**src/rtl/branch_predictor_unit.sv**
```systemverilog
// Dynamic branch predictor: direct-mapped BTB with saturating direction counters
// and a circular return-address stack, looked up combinationally and trained from EX.
module branch_predictor_unit #(
  parameter int unsigned XLEN      = 64,
  parameter int unsigned ENTRIES   = 16,
  parameter int unsigned TAG_W     = 10,
  parameter int unsigned CNT_W     = 2,
  parameter int unsigned RAS_DEPTH = 4
) (
  input  logic            clk_i,
  input  logic            rst_i,
  input  logic [XLEN-1:0] pc_i,
  output logic            pred_hit_o,
  output logic            pred_taken_o,
  output logic [XLEN-1:0] pred_pc_o,
  input  logic            upd_valid_i,
  input  logic [XLEN-1:0] upd_pc_i,
  input  logic [XLEN-1:0] upd_target_i,
  input  logic            upd_taken_i,
  input  logic [1:0]      upd_kind_i,
  input  logic            upd_mispred_i,
  output logic [31:0]     lookups_o,
  output logic [31:0]     mispreds_o
);

  localparam int unsigned IDX_W  = $clog2(ENTRIES);
  localparam int unsigned PTR_W  = (RAS_DEPTH > 1) ? $clog2(RAS_DEPTH) : 1;
  localparam int unsigned RCNT_W = $clog2(RAS_DEPTH + 1);

  localparam logic [CNT_W-1:0]  CNT_WT   = CNT_W'(1) << (CNT_W - 1);
  localparam logic [CNT_W-1:0]  CNT_WNT  = CNT_WT - CNT_W'(1);
  localparam logic [RCNT_W-1:0] RAS_FULL = RCNT_W'(RAS_DEPTH);
  localparam logic [PTR_W-1:0]  PTR_LAST = PTR_W'(RAS_DEPTH - 1);

  typedef enum logic [1:0] {
    K_COND = 2'b00,
    K_JUMP = 2'b01,
    K_CALL = 2'b10,
    K_RET  = 2'b11
  } kind_e;

  logic [ENTRIES-1:0] valid_q;
  logic [TAG_W-1:0]   tag_q    [ENTRIES];
  logic [XLEN-1:0]    target_q [ENTRIES];
  kind_e              kind_q   [ENTRIES];
  logic [CNT_W-1:0]   cnt_q    [ENTRIES];

  logic [XLEN-1:0]    ras_q [RAS_DEPTH];
  logic [PTR_W-1:0]   ras_ptr_q, ras_ptr_d;
  logic [RCNT_W-1:0]  ras_cnt_q, ras_cnt_d;
  logic [PTR_W-1:0]   ptr_inc, ptr_dec;
  logic               ras_push;

  logic [31:0]        lookups_q, lookups_d;
  logic [31:0]        mispreds_q, mispreds_d;

  logic [IDX_W-1:0]   l_idx, u_idx;
  logic [TAG_W-1:0]   l_tag, u_tag;
  logic [XLEN-1:0]    l_seq;
  logic               u_hit, u_alloc, u_train;
  kind_e              u_kind;
  logic [CNT_W-1:0]   u_cnt_d;

  assign l_idx  = pc_i[IDX_W+1:2];
  assign l_tag  = pc_i[IDX_W+TAG_W+1:IDX_W+2];
  assign l_seq  = pc_i + XLEN'(4);
  assign u_idx  = upd_pc_i[IDX_W+1:2];
  assign u_tag  = upd_pc_i[IDX_W+TAG_W+1:IDX_W+2];
  assign u_kind = kind_e'(upd_kind_i);

  // ras_ptr_q is the next free slot, so the top of stack sits one below it
  assign ptr_inc = (ras_ptr_q == PTR_LAST) ? '0 : ras_ptr_q + PTR_W'(1);
  assign ptr_dec = (ras_ptr_q == '0) ? PTR_LAST : ras_ptr_q - PTR_W'(1);

  always_comb begin
    pred_hit_o   = valid_q[l_idx] && (tag_q[l_idx] == l_tag);
    pred_taken_o = 1'b0;
    pred_pc_o    = l_seq;
    if (pred_hit_o) begin
      unique case (kind_q[l_idx])
        K_COND: begin
          if (cnt_q[l_idx][CNT_W-1]) begin
            pred_taken_o = 1'b1;
            pred_pc_o    = target_q[l_idx];
          end
        end
        K_JUMP, K_CALL: begin
          pred_taken_o = 1'b1;
          pred_pc_o    = target_q[l_idx];
        end
        K_RET: begin
          pred_taken_o = 1'b1;
          pred_pc_o    = (ras_cnt_q != '0) ? ras_q[ptr_dec] : target_q[l_idx];
        end
        default: ;
      endcase
    end
  end

  assign u_hit   = valid_q[u_idx] && (tag_q[u_idx] == u_tag);
  assign u_alloc = upd_valid_i && !u_hit && ((u_kind != K_COND) || upd_taken_i);
  assign u_train = upd_valid_i && u_hit;

  always_comb begin
    u_cnt_d = cnt_q[u_idx];
    if (upd_taken_i) begin
      if (cnt_q[u_idx] != '1) u_cnt_d = cnt_q[u_idx] + CNT_W'(1);
    end else begin
      if (cnt_q[u_idx] != '0) u_cnt_d = cnt_q[u_idx] - CNT_W'(1);
    end
  end

  always_comb begin
    ras_ptr_d = ras_ptr_q;
    ras_cnt_d = ras_cnt_q;
    ras_push  = 1'b0;
    if (upd_valid_i && (u_kind == K_CALL)) begin
      // full stack keeps its count: the push lands on the oldest slot
      ras_push  = 1'b1;
      ras_ptr_d = ptr_inc;
      if (ras_cnt_q != RAS_FULL) ras_cnt_d = ras_cnt_q + RCNT_W'(1);
    end else if (upd_valid_i && (u_kind == K_RET) && (ras_cnt_q != '0)) begin
      ras_ptr_d = ptr_dec;
      ras_cnt_d = ras_cnt_q - RCNT_W'(1);
    end
  end

  always_comb begin
    lookups_d  = pred_hit_o ? lookups_q + 32'd1 : lookups_q;
    mispreds_d = (upd_valid_i && upd_mispred_i) ? mispreds_q + 32'd1 : mispreds_q;
  end

  always_ff @(posedge clk_i) begin
    if (!rst_i) begin
      valid_q <= '0;
      for (int unsigned i = 0; i < ENTRIES; i++) begin
        cnt_q[i[IDX_W-1:0]] <= CNT_WNT;
      end
    end else if (u_alloc) begin
      valid_q[u_idx] <= 1'b1;
      cnt_q[u_idx]   <= CNT_WT;
    end else if (u_train) begin
      cnt_q[u_idx]   <= u_cnt_d;
    end
  end

  // Payload arrays are not reset; valid_q and ras_cnt_q guard every read of them
  always_ff @(posedge clk_i) begin
    if (rst_i) begin
      if (u_alloc) tag_q[u_idx] <= u_tag;
      if (u_alloc || u_train) kind_q[u_idx] <= u_kind;
      if (u_alloc || (u_train && upd_taken_i)) target_q[u_idx] <= upd_target_i;
      if (ras_push) ras_q[ras_ptr_q] <= upd_pc_i + XLEN'(4);
    end
  end

  always_ff @(posedge clk_i) begin
    if (!rst_i) begin
      ras_ptr_q  <= '0;
      ras_cnt_q  <= '0;
      lookups_q  <= '0;
      mispreds_q <= '0;
    end else begin
      ras_ptr_q  <= ras_ptr_d;
      ras_cnt_q  <= ras_cnt_d;
      lookups_q  <= lookups_d;
      mispreds_q <= mispreds_d;
    end
  end

  assign lookups_o  = lookups_q;
  assign mispreds_o = mispreds_q;

endmodule

```
**config.mk**
```make
export PLATFORM = sky130hd
export DESIGN_NAME = branch_predictor_unit
export DESIGN_NICKNAME = d
export VERILOG_FILES = /design/src/rtl/branch_predictor_unit.sv
export SDC_FILE = /design/constraint.sdc
export NUM_CORES = 2
export LEC_CHECK = 0
export CAP_MARGIN = 0
export CORE_ASPECT_RATIO = 0.75
export CORE_MARGIN = 2
export CORE_UTILIZATION = 30
export CTS_CLUSTER_DIAMETER = 80
export DETAILED_ROUTE_END_ITERATION = 8
export HOLD_SLACK_MARGIN = 0.02
export PLACE_DENSITY = 0.44
export SYNTH_ARGS = -nofsm -noshare
export SYNTH_HDL_FRONTEND = slang
export SYNTH_SLANG_ARGS = --single-unit
```
**constraint.sdc**
```tcl
create_clock -name clk_i -period 10 [get_ports clk_i]
set_clock_uncertainty 0.15 [all_clocks]
set_input_delay 3 -clock clk_i [delete_from_list [all_inputs] [get_ports clk_i]]
set_output_delay 3 -clock clk_i [all_outputs]
set_load 0.01 [all_outputs]
```
==> impl_metrics.env <==
export IMPL_seq_power_share_pct=50.1
export IMPL_global_route_wire_length_before_repair_um=296000
export IMPL_critical_path_cell_chain="clkdlybuf4s50_1 -> buf_4 -> inv_8 -> mux2i_1 -> mux2_2 -> or4_1 -> or2_4 -> buf_12 -> o22ai_2 -> clkdlybuf4s50_1"
export IMPL_worst_skew_pair_late_latency_ns=0.83
export IMPL_global_route_overflow_total=0
export IMPL_start_kind="input port"
export IMPL_cellInternalPower_mw=11.4
export IMPL_r2r_setup_slack_ns=5.21
export IMPL_instances_no_fill=7123
export IMPL_coreArea_um2=223000
export IMPL_synth_cell_type_count=85
export IMPL_routedWlPerCell_um=29.5
export IMPL_route_vias_total=36500
export IMPL_timing_max_slew_rel_slack_pct=25.9
export IMPL_final_period_utilization_pct=97.8
export IMPL_cp_buffers_inverters=5
export IMPL_vdd_ir_drop_worst_v=0.000116
export IMPL_worstMarginPinSlew_ns=1.11
export IMPL_firstDrtPassIters=5
export IMPL_critical_path_max_stage_delay_ns=0.65
export IMPL_rows=150
export IMPL_pin_count=329
export IMPL_hold_end="lookups_o[31]$_SDFFE_PN0P_"
export IMPL_cts_htree_levels=4
export IMPL_report_final_setup_viol=0
export IMPL_buffer_ports_inserted=328
export IMPL_yosysWarnings=0
export IMPL_initial_core_utilization_pct=30.2
export IMPL_synth_seq_cells=1589
export IMPL_syn_num_nets=3741
export IMPL_final_setup_tns_ns=0
export IMPL_r2r_end="target_q[15][31]$_DFFE_PP_"
export IMPL_synthesis_instances=3528
export IMPL_power_clock_fraction_pct=42.0
export IMPL_timing_rr_start="tag_q[15][4]$_DFFE_PP_"
export IMPL_final_max_slew_viol_count=0
export IMPL_hold_viol=0
export IMPL_static_leakage_power_nw=25.3
export IMPL_use_met3_pct=3.22
export IMPL_detail_route_iter0_violations=3394
export IMPL_ff2ff_path_depth=10
export IMPL_synth_area_per_cell_um2=19.1
export IMPL_cp_data_required_time_ns=6.85
export IMPL_synth_edff_count=1504
export IMPL_crit_slowest_cell="sky130_fd_sc_hd__clkdlybuf4s50_1"
export IMPL_synth_seq_area_share_pct=69.5
export IMPL_die_area_um2=229000
export IMPL_post_cts_buffers=0
export IMPL_path_clk_slew_ns=0.06
export IMPL_critical_path_fanout_max=25
export IMPL_cts_made_buffers=174
export IMPL_dominantRegCellSynth="sky130_fd_sc_hd__edfxtp_1"
export IMPL_net_switching_mw=3.36
export IMPL_crit_path_frequent_cell="sky130_fd_sc_hd__clkdlybuf4s50_1"
export IMPL_end_kind="output pin"
export IMPL_delay_heaviest_family_cp="buffers and inverters"
export IMPL_netSwitchingFraction_pct=22.8
export IMPL_grt_pass1_vias=37400
export IMPL_synthArstFlopShare_pct=0
export IMPL_wirelength_um=210000
export IMPL_max_freq_mhz=102
export IMPL_dp_hpwl_um=133000
export IMPL_run_status="finished clean"
export IMPL_placement_cell_area_um2=75700
export IMPL_power_density_nw_per_um2=182
export IMPL_layout_area_overhead_vs_synth_pct=20.3
export IMPL_use_met2_pct=28.2
export IMPL_gr_max_usage_layer="met2"
export IMPL_gp_congestion=0.795
export IMPL_cts_tree="yes"
export IMPL_worst_endpoint_arrival_ns=6.63
export IMPL_post_route_min_period_ns=9.78
export IMPL_max_clock_path_buffers=4
export IMPL_numClockSinks=1589
export IMPL_max_cap_viol_count=0
export IMPL_routed_via_density=5.13
export IMPL_worst_hold_startpoint="lookups_o[31]$_SDFFE_PN0P_"
export IMPL_final_cell_area_um2=81100
export IMPL_grt_use_met1_pct=26.7
export IMPL_cts_hold_repair_buffers=0
export IMPL_worst_hold_path_num_cells=2
export IMPL_leading_cell_type_in_the_layout_fill_and_taps_excluded="sky130_fd_sc_hd__edfxtp_1"
export IMPL_numPlacedInstances=6808
export IMPL_grt_setup_unrepaired="no"
export IMPL_die_height_um=415
export IMPL_type_of_the_worst_setup_path="input port to output pin"
export IMPL_grt_max_degree=66
export IMPL_number_of_antenna_violations_at_the_first_check_in_global_routing=27
export IMPL_dieWidth_um=551
export IMPL_final_core_utilization_pct=36.3
export IMPL_post_detailed_route_drc_marker_count=0
export IMPL_min_path_type="flip-flop to flip-flop"
export IMPL_ant_nets=0
export IMPL_combinational_share_of_power_pct=7.9
export IMPL_cts_root_buf="sky130_fd_sc_hd__clkbuf_16"
export IMPL_nNetsFinal=4233
export IMPL_all_layer_gr_usage_pct=18.1
export IMPL_syn_cell_area_um2=67400
export IMPL_post_route_cells_drive_above_1_share_pct=26.1
export IMPL_final_cell_mix="1504 x sky130_fd_sc_hd__edfxtp_1, 488 x sky130_fd_sc_hd__mux4_2, 321 x sky130_fd_sc_hd__clkdlybuf4s50_1"
-- flip-flops by register name (all words and copies together) (netlist names) --
signal / flops
cnt_q: 32
kind_q: 32
lookups_o: 32
mispreds_o: 32
ras_cnt_q: 3
ras_ptr_q: 2
ras_q: 256
tag_q: 160
target_q: 1024
valid_q: 16
-- how the worst max path moves through the flow --
stage	startpoint	end	cells after the start	slack [ns]
after floorplan	upd_pc_i[2]	target_q[10][0]$_DFFE_PP_	11	-0.59
after global placement	pc_i[14]	pred_pc_o[50]	13	0.02
after detailed placement	pc_i[14]	pred_pc_o[50]	13	0.01
after CTS	pc_i[14]	pred_pc_o[62]	13	0.14
after global routing	pc_i[3]	pred_pc_o[51]	12	0.006
final	pc_i[5]	pred_pc_o[24]	10	0.22
-- per-layer routing --
layer	part of all wire [%]	wire [um]
met3	5.0	10500
met2	46	96800
met1	47	99000
met4	1.7	3620
met5	0.062	130
-- power groups by stage --
stage	logic [mW]	registers (mW)	clock network [mW]
2_1_floorplan	0.605	7.51	0
3_3_place_gp	1.19	7.52	0
5_1_grt	1.24	7.38	6.60
6_report	1.16	7.38	6.18
3_5_place_dp	1.18	7.52	0
4_1_cts	1.19	7.38	6.34
-- repair_timing --
action / in CTS / in global routing
endpoints found under the setup margin: 1 / 1
hold endpoints to repair: 0 / 0
gates resized for setup: 1 / 1
-- synth_stat cells, types with 7 or more instances --
cell,number,area [um2]
sky130_fd_sc_hd__a21bo_2,15,150
sky130_fd_sc_hd__a21boi_0,13,97.6
sky130_fd_sc_hd__a21boi_1,18,135
sky130_fd_sc_hd__a21o_1,14,105
sky130_fd_sc_hd__a21oi_1,120,601
sky130_fd_sc_hd__a22oi_1,8,60.1
sky130_fd_sc_hd__a31o_2,7,61.3
sky130_fd_sc_hd__and2_1,18,113
sky130_fd_sc_hd__and3_1,59,369
sky130_fd_sc_hd__and4_1,17,149
sky130_fd_sc_hd__buf_1,22,82.6
sky130_fd_sc_hd__buf_2,62,310
sky130_fd_sc_hd__buf_4,17,128
sky130_fd_sc_hd__buf_6,23,259
sky130_fd_sc_hd__clkbuf_1,86,323
sky130_fd_sc_hd__dfxtp_1,85,1700
sky130_fd_sc_hd__edfxtp_1,1504,45200
sky130_fd_sc_hd__ha_1,13,163
sky130_fd_sc_hd__inv_1,40,150
sky130_fd_sc_hd__mux2_2,15,169
sky130_fd_sc_hd__mux2i_1,52,521
sky130_fd_sc_hd__mux4_2,488,11000
sky130_fd_sc_hd__nand2_1,114,428
sky130_fd_sc_hd__nand2b_1,11,68.8
sky130_fd_sc_hd__nand3_1,76,380
sky130_fd_sc_hd__nand3b_1,16,120
sky130_fd_sc_hd__nand4_1,44,275
sky130_fd_sc_hd__nor2_1,87,327
sky130_fd_sc_hd__nor2b_1,85,532
sky130_fd_sc_hd__nor3_1,23,115
sky130_fd_sc_hd__o21ai_0,29,145
sky130_fd_sc_hd__o21ai_1,10,50.1
sky130_fd_sc_hd__o22ai_1,8,50.1
sky130_fd_sc_hd__o22ai_2,60,751
sky130_fd_sc_hd__o31ai_1,9,67.6
sky130_fd_sc_hd__or3_1,10,62.6
sky130_fd_sc_hd__xnor2_1,100,876
sky130_fd_sc_hd__xor2_1,70,613
-- cell families after synthesis --
group | count (synthesis) | synth area share [%]
buf+inv | 254 | 1.92
fa+ha+maj | 16 | 0.303
compound gates | 357 | 4.03
simple gates | 587 | 4.71
flops | 1589 | 69.5
mux | 555 | 17.3
xor+xnor | 170 | 2.21
-- layout make-up --
class | instances | area [um2]
fill | 20600 | 142000
clock buffer | 215 | 4560
tap | 2964 | 3710
multi-input combinational | 1685 | 19500
timing repair buffer | 529 | 5460
sequential | 1589 | 46900
inverter | 41 | 161
clock inverter | 93 | 756
antenna | 7 | 17.5
-- metrics by stage --
| step | worst slack [ns] | power, mW | hold WS (ns) |
|---|---|---|---|
| after floorplan | -0.588 | 8.12 | 0.286 |
| after global placement | 0.0215 | 8.71 | 0.305 |
| after detailed placement | 0.0116 | 8.70 | 0.313 |
| after CTS | 0.139 | 14.9 | 0.333 |
| after global routing | 0.00631 | 15.2 | 0.356 |
| final | 0.216 | 14.7 | 0.327 |
-- worst min-delay path, cell delays in order (launching register included) --
cell,delay [ns]
sky130_fd_sc_hd__dfxtp_1,0.32
sky130_fd_sc_hd__nand2_1,0.05
sky130_fd_sc_hd__mux2i_1,0.06
No activity file was read; power rests on OpenSTA's default activity.
